**src/rtl/rggen_counter_pkg.sv**
```systemverilog
// Shared types and the delta helper for the extended rggen bit-field counter.
package rggen_counter_pkg;
    typedef enum logic {
        RGGEN_COUNTER_WRAP     = 1'b0,
        RGGEN_COUNTER_SATURATE = 1'b1
    } rggen_counter_mode_e;

    localparam int RGGEN_COUNTER_MAX_WIDTH = 32;

    // Wide enough for any WIDTH up to 32 plus carry and sign; callers slice to WIDTH+2.
    typedef logic signed [RGGEN_COUNTER_MAX_WIDTH+1:0] rggen_counter_delta_t;

    function automatic rggen_counter_delta_t rggen_counter_calc_delta(
        input logic                               up,
        input logic [RGGEN_COUNTER_MAX_WIDTH-1:0] up_step,
        input logic                               down,
        input logic [RGGEN_COUNTER_MAX_WIDTH-1:0] down_step
    );
        rggen_counter_delta_t d_up;
        rggen_counter_delta_t d_down;
        d_up   = up   ? $signed({2'b00, up_step})   : '0;
        d_down = down ? $signed({2'b00, down_step}) : '0;
        return d_up - d_down;
    endfunction
endpackage

```
**src/rtl/rggen_bit_field_if.sv**
```systemverilog
// Software access channel between the register block and one bit field.
interface rggen_bit_field_if #(
    parameter int WIDTH = 8
);
    logic             valid;
    logic [WIDTH-1:0] write_mask;
    logic [WIDTH-1:0] write_data;
    logic [WIDTH-1:0] value;
    logic [WIDTH-1:0] read_data;

    modport master (
        output valid, write_mask, write_data,
        input  value, read_data
    );

    modport slave (
        input  valid, write_mask, write_data,
        output value, read_data
    );

    modport bit_field (
        input  valid, write_mask, write_data,
        output value, read_data
    );
endinterface

```
**src/rtl/rggen_counter_next_value.sv**
```systemverilog
// Combinational next-count calculation: applies a signed delta with wrap or saturate handling.
module rggen_counter_next_value
    import rggen_counter_pkg::*;
#(
    parameter int                  WIDTH     = 8,
    parameter rggen_counter_mode_e MODE      = RGGEN_COUNTER_WRAP,
    parameter logic [WIDTH-1:0]    MAX_VALUE = '1
)(
    input  logic [WIDTH-1:0]        i_count,
    input  logic signed [WIDTH+1:0] i_delta,
    output logic [WIDTH-1:0]        o_next_count,
    output logic                    o_overflow,
    output logic                    o_underflow
);
    localparam logic signed [WIDTH+1:0] MAX_EXT = $signed({2'b00, MAX_VALUE});

    logic signed [WIDTH+1:0] sum;
    logic                    negative;

    // Operand ranges keep the sum within WIDTH+2 signed bits, so no overflow here.
    assign sum      = $signed({2'b00, i_count}) + i_delta;
    assign negative = sum[WIDTH+1];

    generate
        if (MODE == RGGEN_COUNTER_SATURATE) begin : g_saturate
            always_comb begin
                o_overflow   = 1'b0;
                o_underflow  = 1'b0;
                o_next_count = sum[WIDTH-1:0];
                if (negative) begin
                    o_underflow  = 1'b1;
                    o_next_count = '0;
                end else if (sum > MAX_EXT) begin
                    o_overflow   = 1'b1;
                    o_next_count = MAX_VALUE;
                end
            end
        end else begin : g_wrap
            assign o_next_count = sum[WIDTH-1:0];
            assign o_underflow  = negative;
            assign o_overflow   = !negative && sum[WIDTH];
        end
    endgenerate
endmodule

```
**src/rtl/rggen_bit_field_counter_ex.sv**
```systemverilog
// Bit-field counter with multi-step up/down, wrap/saturate, sticky flags and threshold pulse.
module rggen_bit_field_counter_ex
    import rggen_counter_pkg::*;
#(
    parameter int                  WIDTH         = 8,
    parameter int                  STEP_WIDTH    = 1,
    parameter logic [WIDTH-1:0]    INITIAL_VALUE = '0,
    parameter rggen_counter_mode_e MODE          = RGGEN_COUNTER_WRAP,
    parameter logic [WIDTH-1:0]    MAX_VALUE     = '1,
    parameter logic [WIDTH-1:0]    THRESHOLD     = '1
)(
    input  logic                  i_clk,
    input  logic                  i_rst,
    rggen_bit_field_if.bit_field  bit_field_if,
    input  logic                  i_clear,
    input  logic                  i_up,
    input  logic [STEP_WIDTH-1:0] i_up_step,
    input  logic                  i_down,
    input  logic [STEP_WIDTH-1:0] i_down_step,
    input  logic                  i_flag_clear,
    output logic [WIDTH-1:0]      o_count,
    output logic                  o_overflow,
    output logic                  o_underflow,
    output logic                  o_threshold_hit
);
    logic [WIDTH-1:0]        count;
    logic [WIDTH-1:0]        count_next;
    logic [WIDTH-1:0]        hw_count;
    logic                    hw_overflow;
    logic                    hw_underflow;
    logic                    sw_write;
    logic                    hw_event;
    logic                    set_overflow;
    logic                    set_underflow;
    rggen_counter_delta_t    delta_full;
    logic signed [WIDTH+1:0] delta;

    assign delta_full = rggen_counter_calc_delta(
        i_up,   RGGEN_COUNTER_MAX_WIDTH'(i_up_step),
        i_down, RGGEN_COUNTER_MAX_WIDTH'(i_down_step)
    );
    assign delta = delta_full[WIDTH+1:0];

    rggen_counter_next_value #(
        .WIDTH     (WIDTH),
        .MODE      (MODE),
        .MAX_VALUE (MAX_VALUE)
    ) u_next_value (
        .i_count      (count),
        .i_delta      (delta),
        .o_next_count (hw_count),
        .o_overflow   (hw_overflow),
        .o_underflow  (hw_underflow)
    );

    assign sw_write = bit_field_if.valid && (bit_field_if.write_mask != '0);
    assign hw_event = i_up || i_down;

    // Hardware counting only takes effect when neither clear nor a write owns the cycle.
    assign set_overflow  = !i_clear && !sw_write && hw_event && hw_overflow;
    assign set_underflow = !i_clear && !sw_write && hw_event && hw_underflow;

    always_comb begin
        count_next = count;
        if (i_clear) begin
            count_next = INITIAL_VALUE;
        end else if (sw_write) begin
            count_next = (bit_field_if.write_data & bit_field_if.write_mask)
                       | (count & ~bit_field_if.write_mask);
        end else if (hw_event) begin
            count_next = hw_count;
        end
    end

    always_ff @(posedge i_clk) begin
        if (i_rst) begin
            count           <= INITIAL_VALUE;
            o_overflow      <= 1'b0;
            o_underflow     <= 1'b0;
            o_threshold_hit <= 1'b0;
        end else begin
            count           <= count_next;
            o_overflow      <= !i_clear && (set_overflow  || (o_overflow  && !i_flag_clear));
            o_underflow     <= !i_clear && (set_underflow || (o_underflow && !i_flag_clear));
            o_threshold_hit <= (count < THRESHOLD) && (count_next >= THRESHOLD);
        end
    end

    assign o_count                = count;
    assign bit_field_if.value     = count;
    assign bit_field_if.read_data = count;
endmodule
```
**src/flat_wrapper.sv**
```systemverilog
// flat-port wrapper written by rule: the top's interface ports become plain ports
module rggen_bit_field_counter_ex_flat import rggen_counter_pkg::*;
#(
    parameter int                  WIDTH         = 8,
    parameter int                  STEP_WIDTH    = 1,
    parameter logic [WIDTH-1:0]    INITIAL_VALUE = '0,
    parameter rggen_counter_mode_e MODE          = RGGEN_COUNTER_WRAP,
    parameter logic [WIDTH-1:0]    MAX_VALUE     = '1,
    parameter logic [WIDTH-1:0]    THRESHOLD     = '1
)
  (i_clk, i_rst, i_clear, i_up, i_up_step, i_down, i_down_step, i_flag_clear, o_count, o_overflow, o_underflow, o_threshold_hit, bit_field_if_valid, bit_field_if_write_mask, bit_field_if_write_data, bit_field_if_value, bit_field_if_read_data);
  rggen_bit_field_if #(.WIDTH(WIDTH)) bit_field_if_i ();
  input  logic i_clk;
  input  logic i_rst;
  input  logic i_clear;
  input  logic i_up;
  input  logic [STEP_WIDTH-1:0] i_up_step;
  input  logic i_down;
  input  logic [STEP_WIDTH-1:0] i_down_step;
  input  logic i_flag_clear;
  output logic [WIDTH-1:0] o_count;
  output logic o_overflow;
  output logic o_underflow;
  output logic o_threshold_hit;
  input wire logic [$bits(bit_field_if_i.valid)-1:0] bit_field_if_valid;
  input wire logic [$bits(bit_field_if_i.write_mask)-1:0] bit_field_if_write_mask;
  input wire logic [$bits(bit_field_if_i.write_data)-1:0] bit_field_if_write_data;
  output wire logic [$bits(bit_field_if_i.value)-1:0] bit_field_if_value;
  output wire logic [$bits(bit_field_if_i.read_data)-1:0] bit_field_if_read_data;
  assign bit_field_if_i.valid = bit_field_if_valid;
  assign bit_field_if_i.write_mask = bit_field_if_write_mask;
  assign bit_field_if_i.write_data = bit_field_if_write_data;
  assign bit_field_if_value = bit_field_if_i.value;
  assign bit_field_if_read_data = bit_field_if_i.read_data;
  rggen_bit_field_counter_ex #(.WIDTH(WIDTH), .STEP_WIDTH(STEP_WIDTH), .INITIAL_VALUE(INITIAL_VALUE), .MODE(MODE), .MAX_VALUE(MAX_VALUE), .THRESHOLD(THRESHOLD)) u_core (.i_clk(i_clk), .i_rst(i_rst), .bit_field_if(bit_field_if_i), .i_clear(i_clear), .i_up(i_up), .i_up_step(i_up_step), .i_down(i_down), .i_down_step(i_down_step), .i_flag_clear(i_flag_clear), .o_count(o_count), .o_overflow(o_overflow), .o_underflow(o_underflow), .o_threshold_hit(o_threshold_hit));
endmodule
```
**config.mk**
```make
export PLATFORM = sky130hd
export DESIGN_NAME = rggen_bit_field_counter_ex_flat
export DESIGN_NICKNAME = d
export VERILOG_FILES = /design/src/rtl/rggen_counter_pkg.sv /design/src/rtl/rggen_bit_field_if.sv /design/src/rtl/rggen_counter_next_value.sv /design/src/rtl/rggen_bit_field_counter_ex.sv /design/src/flat_wrapper.sv
export SDC_FILE = /design/constraint.sdc
export NUM_CORES = 1
export LEC_CHECK = 0
export ABC_AREA = 1
export BUFFER_PORTS_ARGS = -buffer_cell sky130_fd_sc_hd__buf_2
export CAP_MARGIN = 20
export CORE_ASPECT_RATIO = 0.75
export CORE_UTILIZATION = 29
export CTS_CLUSTER_SIZE = 8
export DETAILED_ROUTE_END_ITERATION = 10
export PLACE_DENSITY_LB_ADDON = 0.05
export SLEW_MARGIN = 10
export SYNTH_ARGS = -nofsm -noshare
export SYNTH_HDL_FRONTEND = slang
export SYNTH_HIERARCHICAL = 1
export SYNTH_SLANG_ARGS = --single-unit
```
**constraint.sdc**
```tcl
create_clock -name i_clk -period 3 [get_ports i_clk]
set_input_delay 0.3 -clock i_clk [delete_from_list [all_inputs] [get_ports i_clk]]
set_output_delay 0.3 -clock i_clk [all_outputs]
set_load 0.05 [all_outputs]
```
==> impl_results.md, run 1 <==
- Status: finished clean
- Core area: 4229 µm²
- Setup tns final: 0 ns
- Mean Syn Cell Area: slightly above 6 µm²
- Clock Latency Late Sink: 0.24 ns
- Global route overflow: 0
- Root buf cell: clkbuf_8
- Detailed Place HPWL: 2799 µm
- Vias post-DR: 1368
- Starting Density: between 30% and 40%
- Die width: 80.16 µm
- Full die area: 4859 µm²
- Synthesis-stage register bit count: 11
- Routed len/inst: 10.85 µm
- Largest net degree at the start of global routing: 15
- Worst-path fanout max: 14
- Area contributors post-synth: nand2_1 21%, dfxtp_1 17%, buf_4 9.0%, ha_1 8.5%, inv_1 8.2%
- Worst-path clk slew: 0.05 ns
- Yosys top cell area share: 20.62%
- Final non-filler cell area: 1567 µm²
- Leakage power: between 0.9 and 1 nW
- Cell Area, Synth: 1329 µm²
- Synth Instances: 216
- Crit. End Element: flip-flop
- Register area share after synthesis: 16.57%
- Top FF cell, synth: dfxtp_1
- CTS Buffer Depth: 2
- Vias in the first global route: 1183
- Netlist cell types: 27
- EDFF count, synth: 0
- Switching Power: ~180 µW
- Worst setup SP type: input pin
- CTS Buf Count: 3
- Placed cell area: 1521 µm²
- Switching portion of total power: 37.42%
- Resize count post-CTS: 0
- Worst endpoint required time: 3.18 ns
- Crit path kind: in -> reg
- Clock Skews: between 0.002 and 0.003 ns
- Initial drt markers: 36
- Filler instances: 499
- FMAX: 428.0 MHz
- Reg power frac: 33.0%
- Slowest stage delay, CP: 0.51 ns
- Crit path cell chain: buf_2 > nand2_1 > inv_1 > ha_1 > ha_1 > or2_1 > nand2_1 > nor2_1 > nor2_1 > xnor2_1 > nand2_1 > nand2_1 > nand2_1 > nand2_1 > nand2_1 > inv_1 > nand2_1 > nor2_1
- CTS tree: built
- Hold Buf Count CTS: 0
- Antenna cells: 0
- Final setup fails: 0
- Die Ht: around 61 µm
- Final Slew Violations: 0
- Arr. time, crit path: approximately 2.5 ns
- Antenna viol nets, final: 0
- Num ports: 52
- Layout cells sized above 1: 28.35%
- Clk sinks: 11
- Clock share of power: 31.1%
- Gpl congestion: 0.7380
- HP Class: in -> reg
- Worst slew pin tran: 0.5722 ns
- # DRC: 0
- Comb power frac: between 30% and 40%
- H-tree Lvls: 1
- Peak ir drop on the vdd network: 0.2335 mV
- Power Internal: roughly 300 µW
- CP max-delay cell: ha_1
- Antenna violations before repair: 0
- DRT Wirelength: 3352 µm
- Max-cap viol count: 0
- Row count: 20
- Cell accounting for the most synthesized area: nand2_1
- Max_slew headroom: 61.85%
- Global-route wire length before repair: 5382 µm
- IO Port Bufs: 51
- Period utilization: 77.89%
- Syn nets: 251
- First-pass DRT Iterations: 4
- RSZ-0062 raised after global routing: no
- GRT Resource Usage Total: 14.74%
- Crit path time final: 2.337 ns
- Synthesis-to-finish area growth: 17.89%
- Total number of yosys warnings: 6
- Fin nets: 290
- Post-CTS setup buffers: 0
- Top cell by count, worst path: nand2_1
- Final hold vios: 0
- Vias per cell: 4.427
- Pwr/cell area: 307.5 nW/µm²
- Synth async-reset ratio: 0%
## sequential cells by signal, indices dropped and copies added (netlist names)
name                           flops
u_core/bit_field_if.read_data      8
u_core/o_overflow                  1
u_core/o_threshold_hit             1
u_core/o_underflow                 1
## power by group through the flow
stage               Clock [mW]  Sequential, mW  Combinational [mW]
CTS                      0.154           0.159               0.175
global placement             0           0.162               0.175
detailed placement           0           0.163               0.174
finish                   0.150           0.159               0.173
floorplan                    0           0.175               0.123
global route             0.163           0.160               0.191
## per-layer routing
layer  track usage [%]  up-vias  routed length (µm)
li1                  -      740                   -
met1             20.90      586                1840
met2             23.57       42                1348
met3             4.060        0                 163
met4            0.7653        0                   0
met5                 0        -                   0
## critical path, delay by kind of cell
| kind | cells | cell delay (ns) |
|---|---|---|
| simple gates | 12 | 0.98 |
| fa+ha+maj | 2 | 0.88 |
| xor+xnor | 1 | 0.14 |
| buf+inv | 3 | 0.20 |
## Yosys cell counts (2+ instances only)
cell and count:
nand2_1 73, inv_1 29, buf_4 16, nor2_1 15, nand3_1 12, a21oi_1 11, dfxtp_1 11, ha_1 9
mux2_2 4, nor2_2 4, o21ai_0 4, nand2_2 3, nand4_1 3, o21ai_2 3, xnor2_1 3, xor2_1 3
clkinv_1 2, o22ai_1 2
## metrics by stage
step | utilization (%) | hold WS, ns | cells | power, mW | setup slack (ns)
final | 37.04 | 0.3447 | 309 | 0.4817 | 0.6634
after global routing | 37.04 | 0.3551 | 309 | 0.5144 | 0.3906
after CTS | 37.04 | 0.3354 | 309 | 0.4886 | 0.6637
after detailed placement | 35.98 | 0.5292 | 305 | 0.3367 | 0.4172
after global placement | 35.98 | 0.5336 | 305 | 0.3378 | 0.3617
after floorplan | - | 0.4708 | 216 | 0.2982 | 0.7929
## final timing paths
check                           slack [ns]                                to                              from  cells past startpoint
worst max-delay path                  0.66            u_core/o_threshold_hit                            i_down                     18
worst min-delay path                  0.34  u_core/bit_field_if.read_data[3]                             i_rst                      4
worst max register to register        0.86            u_core/o_threshold_hit  u_core/bit_field_if.read_data[0]                     16
worst min register to register        0.54                u_core/o_underflow                u_core/o_underflow                      4
## cells by family (layout without fill, tap and decap cells)
logic type                 Yosys count  after routing  synth area share [%]
AOI/OAI and AO/OA                   23             23                 11.02
xor gates and xnor gates             6              6                 3.956
adders and majority gates           10             10                 9.981
buffers and inverters               49             87                 18.93
DFF                                 11             11                 16.57
muxes                                5              5                 4.143
and+or+nand+nor                    112            112                 35.40
## cell usage in the layout, fill, tap and decap left out, drive strengths merged
master,n
nor2,20
mux2i,1
clkbuf,4
dfxtp,11
xor2,3
or2,1
nand4,3
o22ai,2
nand2,76
buf,51
a21boi,1
fa,1
nand3,12
a21oi,12
ha,9
xnor2,3
inv,30
clkinv,2
o21ai,8
mux2,4
## layout make-up
class | instances | area [µm²] | area share [%]
multi-input cells | 156 | 857.1 | 54.71
repair buffers | 51 | 255.2 | 16.29
flip-flops and latches | 11 | 220.2 | 14.06
inverters | 32 | 120.1 | 7.668
well taps | 55 | 68.82 | 4.393
clock buffers | 4 | 45.04 | 2.875
Note: power is estimated with default switching activity, not from simulation.
==> inputs of run 2 (changes only) <==
==> constraint.sdc (replaced) <==
create_clock -name i_clk -period 2.2 [get_ports i_clk]
set_input_delay 0.22 -clock i_clk [delete_from_list [all_inputs] [get_ports i_clk]]
set_output_delay 0.22 -clock i_clk [all_outputs]
set_load 0.05 [all_outputs]
==> impl_results.md, run 2 (same netlist as run 1, synthesis figures left out) <==
- Worst-path clk slew: 0.05 ns (about the same)
- Num ports: 52 (unchanged)
- Peak ir drop on the vdd network: 0.2794 mV (+20%)
- H-tree Lvls: 1 (unchanged)
- Worst slew pin tran: 0.2991 ns (-0.2731 ns)
- Status: finished clean
- Core area: 4229 µm² (unchanged)
- Placed cell area: 1732 µm² (+14%)
- Global-route wire length before repair: 5865 µm (+9.0%)
- Max reg flops: 8 (unchanged)
- Clk sinks: 11 (unchanged)
- IO Port Bufs: 51 (unchanged)
- Met2 WL post-DR: 1551 µm (+15%)
- Setup tns final: 0 ns (unchanged)
- HP Class: in -> reg
- Root buf cell: clkbuf_8
- Die Ht: 60.62 µm (unchanged)
- Final Slew Violations: 0 (unchanged)
- Full die area: 4859 µm² (unchanged)
- Row count: 20 (unchanged)
- Pwr/cell area: 382.6 nW/µm² (+24%)
- Worst endpoint required time: 2.36 ns (-0.82 ns)
- Antenna viol nets, final: 0 (unchanged)
- Starting Density: 31.42% (unchanged)
- Commonest cells after routing, fill and taps aside: 69 x nand2_1, 51 x buf_2, 29 x buf_4
- Crit path time final: 2.043 ns
- First-pass DRT Iterations: 4 (unchanged)
- Initial drt markers: 26 (-28%)
- Vias in the first global route: 1307 (+10%)
- Routed metal-1 wirelength: 1922 µm (+4.5%)
- Most common cell after layout, fill and taps aside: nand2_1
- Antenna violations before repair: 0 (unchanged)
- Final setup fails: 0 (unchanged)
- CTS Buf Count: 3 (unchanged)
- Final non-filler cell area: 1822 µm² (+16%)
- Crit path kind: in -> reg
- Worst setup SP type: input pin
- Fin nets: 319 (+10%)
- Final hold vios: 0 (unchanged)
- Routed len/inst: 10.74 µm (-0.97%)
- Worst-path fanout max: 2 (-12)
- DRT Wirelength: 3631 µm (+8.3%)
- Layout cells sized above 1: 38.87% (+11 points)
- Antenna cells: 0 (unchanged)
- Leakage power: 1.068 nW (+15%)
- Period utilization: 92.85%
- Global route overflow: 0 (unchanged)
- Die width: 80.16 µm (unchanged)
- Crit. End Element: flip-flop
- Worst R2R Path Depth: 13 (-3)
- Vias per cell: 4.340 (-2.0%)
- Gpl congestion: 0.7553 (+2.3%)
- Top sig layer: met3
- Largest net degree at the start of global routing: 13 (-2)
- Hold Buf Count CTS: 0 (unchanged)
- Clock Latency Late Sink: 0.23 ns (about the same)
- Arr. time, crit path: 2.20 ns (-0.31 ns)
- Vias post-DR: 1467 (+7.2%)
- RSZ-0062 raised after global routing: no
- Met3 Wirelength: 157 µm (-3.7%)
- Max_slew headroom: 80.02% (+18 points)
- CTS tree: built
- Synthesis-to-finish area growth: 37.10%
- Clock Skews: 0.001233 ns (-0.001329 ns)
- Worst hold path depth: 4 (unchanged)
- FMAX: 489.6 MHz
- Max-cap viol count: 0 (unchanged)
- # DRC: 0 (unchanged)
- CTS Buffer Depth: 2 (unchanged)
- Detailed Place HPWL: 3031 µm (+8.3%)
- GRT Resource Usage Total: 15.85% (+1.1 points)
[run 2: cell count changes in the layout (fill, tap and decap cells not counted)]
cell,change
nand2_2,+4
inv_1,-2
ha_4,+2
ha_1,-2
fa_1,-1
fa_2,+1
inv_2,+2
nand2_1,-4
buf_4,+29
[run 2: worst paths after layout]
check,to,startpoint,slack (ns)
worst max-delay path,u_core/bit_field_if.read_data[6],i_down_step,0.16
worst min-delay path,u_core/bit_field_if.read_data[3],i_rst,0.26
worst max register to register,u_core/bit_field_if.read_data[6],u_core/bit_field_if.read_data[0],0.27
worst min register to register,u_core/o_overflow,u_core/o_overflow,0.56
[run 2: final cells by class]
class                      instances  area [µm²]
multi-input combinational        156       894.6
sequential                        11       220.2
tap                               55       68.82
timing repair buffer              80       473.0
fill                             469        2407
inverter                          32       120.1
clock buffer                       4       45.04
[run 2: per-layer routing]
layer,vias up,track usage (%)
met2,41,26.86
li1,794,-
met5,-,0
met1,632,21.82
met4,0,1.531
met3,0,3.158
[run 2: power breakdown]
part	total [mW]	switching (mW)	leakage [nW]	internal, mW
Sequential	0.211	0.00567	0.0893	0.206
Combinational	0.285	0.174	0.956	0.111
Clock	0.201	0.0739	0.0228	0.127
[run 2: repair_timing]
item / in CTS / in global routing
gates resized for setup: 0 / 11
setup endpoints to repair: 0 / 4
setup buffers: 0 / 1
[run 2: metrics by stage]
stage | std cells | hold WS [ns] | setup WS [ns] | utilization [%] | total power, mW
after detailed placement | 333 | 0.4977 | -0.1764 | 40.95 | 0.4908
after global routing | 338 | 0.2626 | 0.004892 | 43.08 | 0.7484
after floorplan | 216 | 0.3908 | 0.03501 | - | 0.4067
after global placement | 333 | 0.5082 | -0.1307 | 40.95 | 0.4918
after CTS | 337 | 0.2455 | 0.06479 | 42.01 | 0.6956
final | 338 | 0.2610 | 0.1574 | 43.08 | 0.6969
[run 2: worst max-delay path, cell delays in order]
cell     delay, ns
buf_2         0.10
nand2_2       0.06
inv_2         0.04
ha_4          0.25
inv_2         0.04
ha_4          0.16
fa_2          0.37
nand2_2       0.08
nand2_2       0.06
nand2_2       0.07
nor2_1        0.04
nor2_1        0.12
xnor2_1       0.13
nand2_1       0.06
nand2_1       0.06
nand2_1       0.07
buf_4         0.15
a21oi_1       0.12
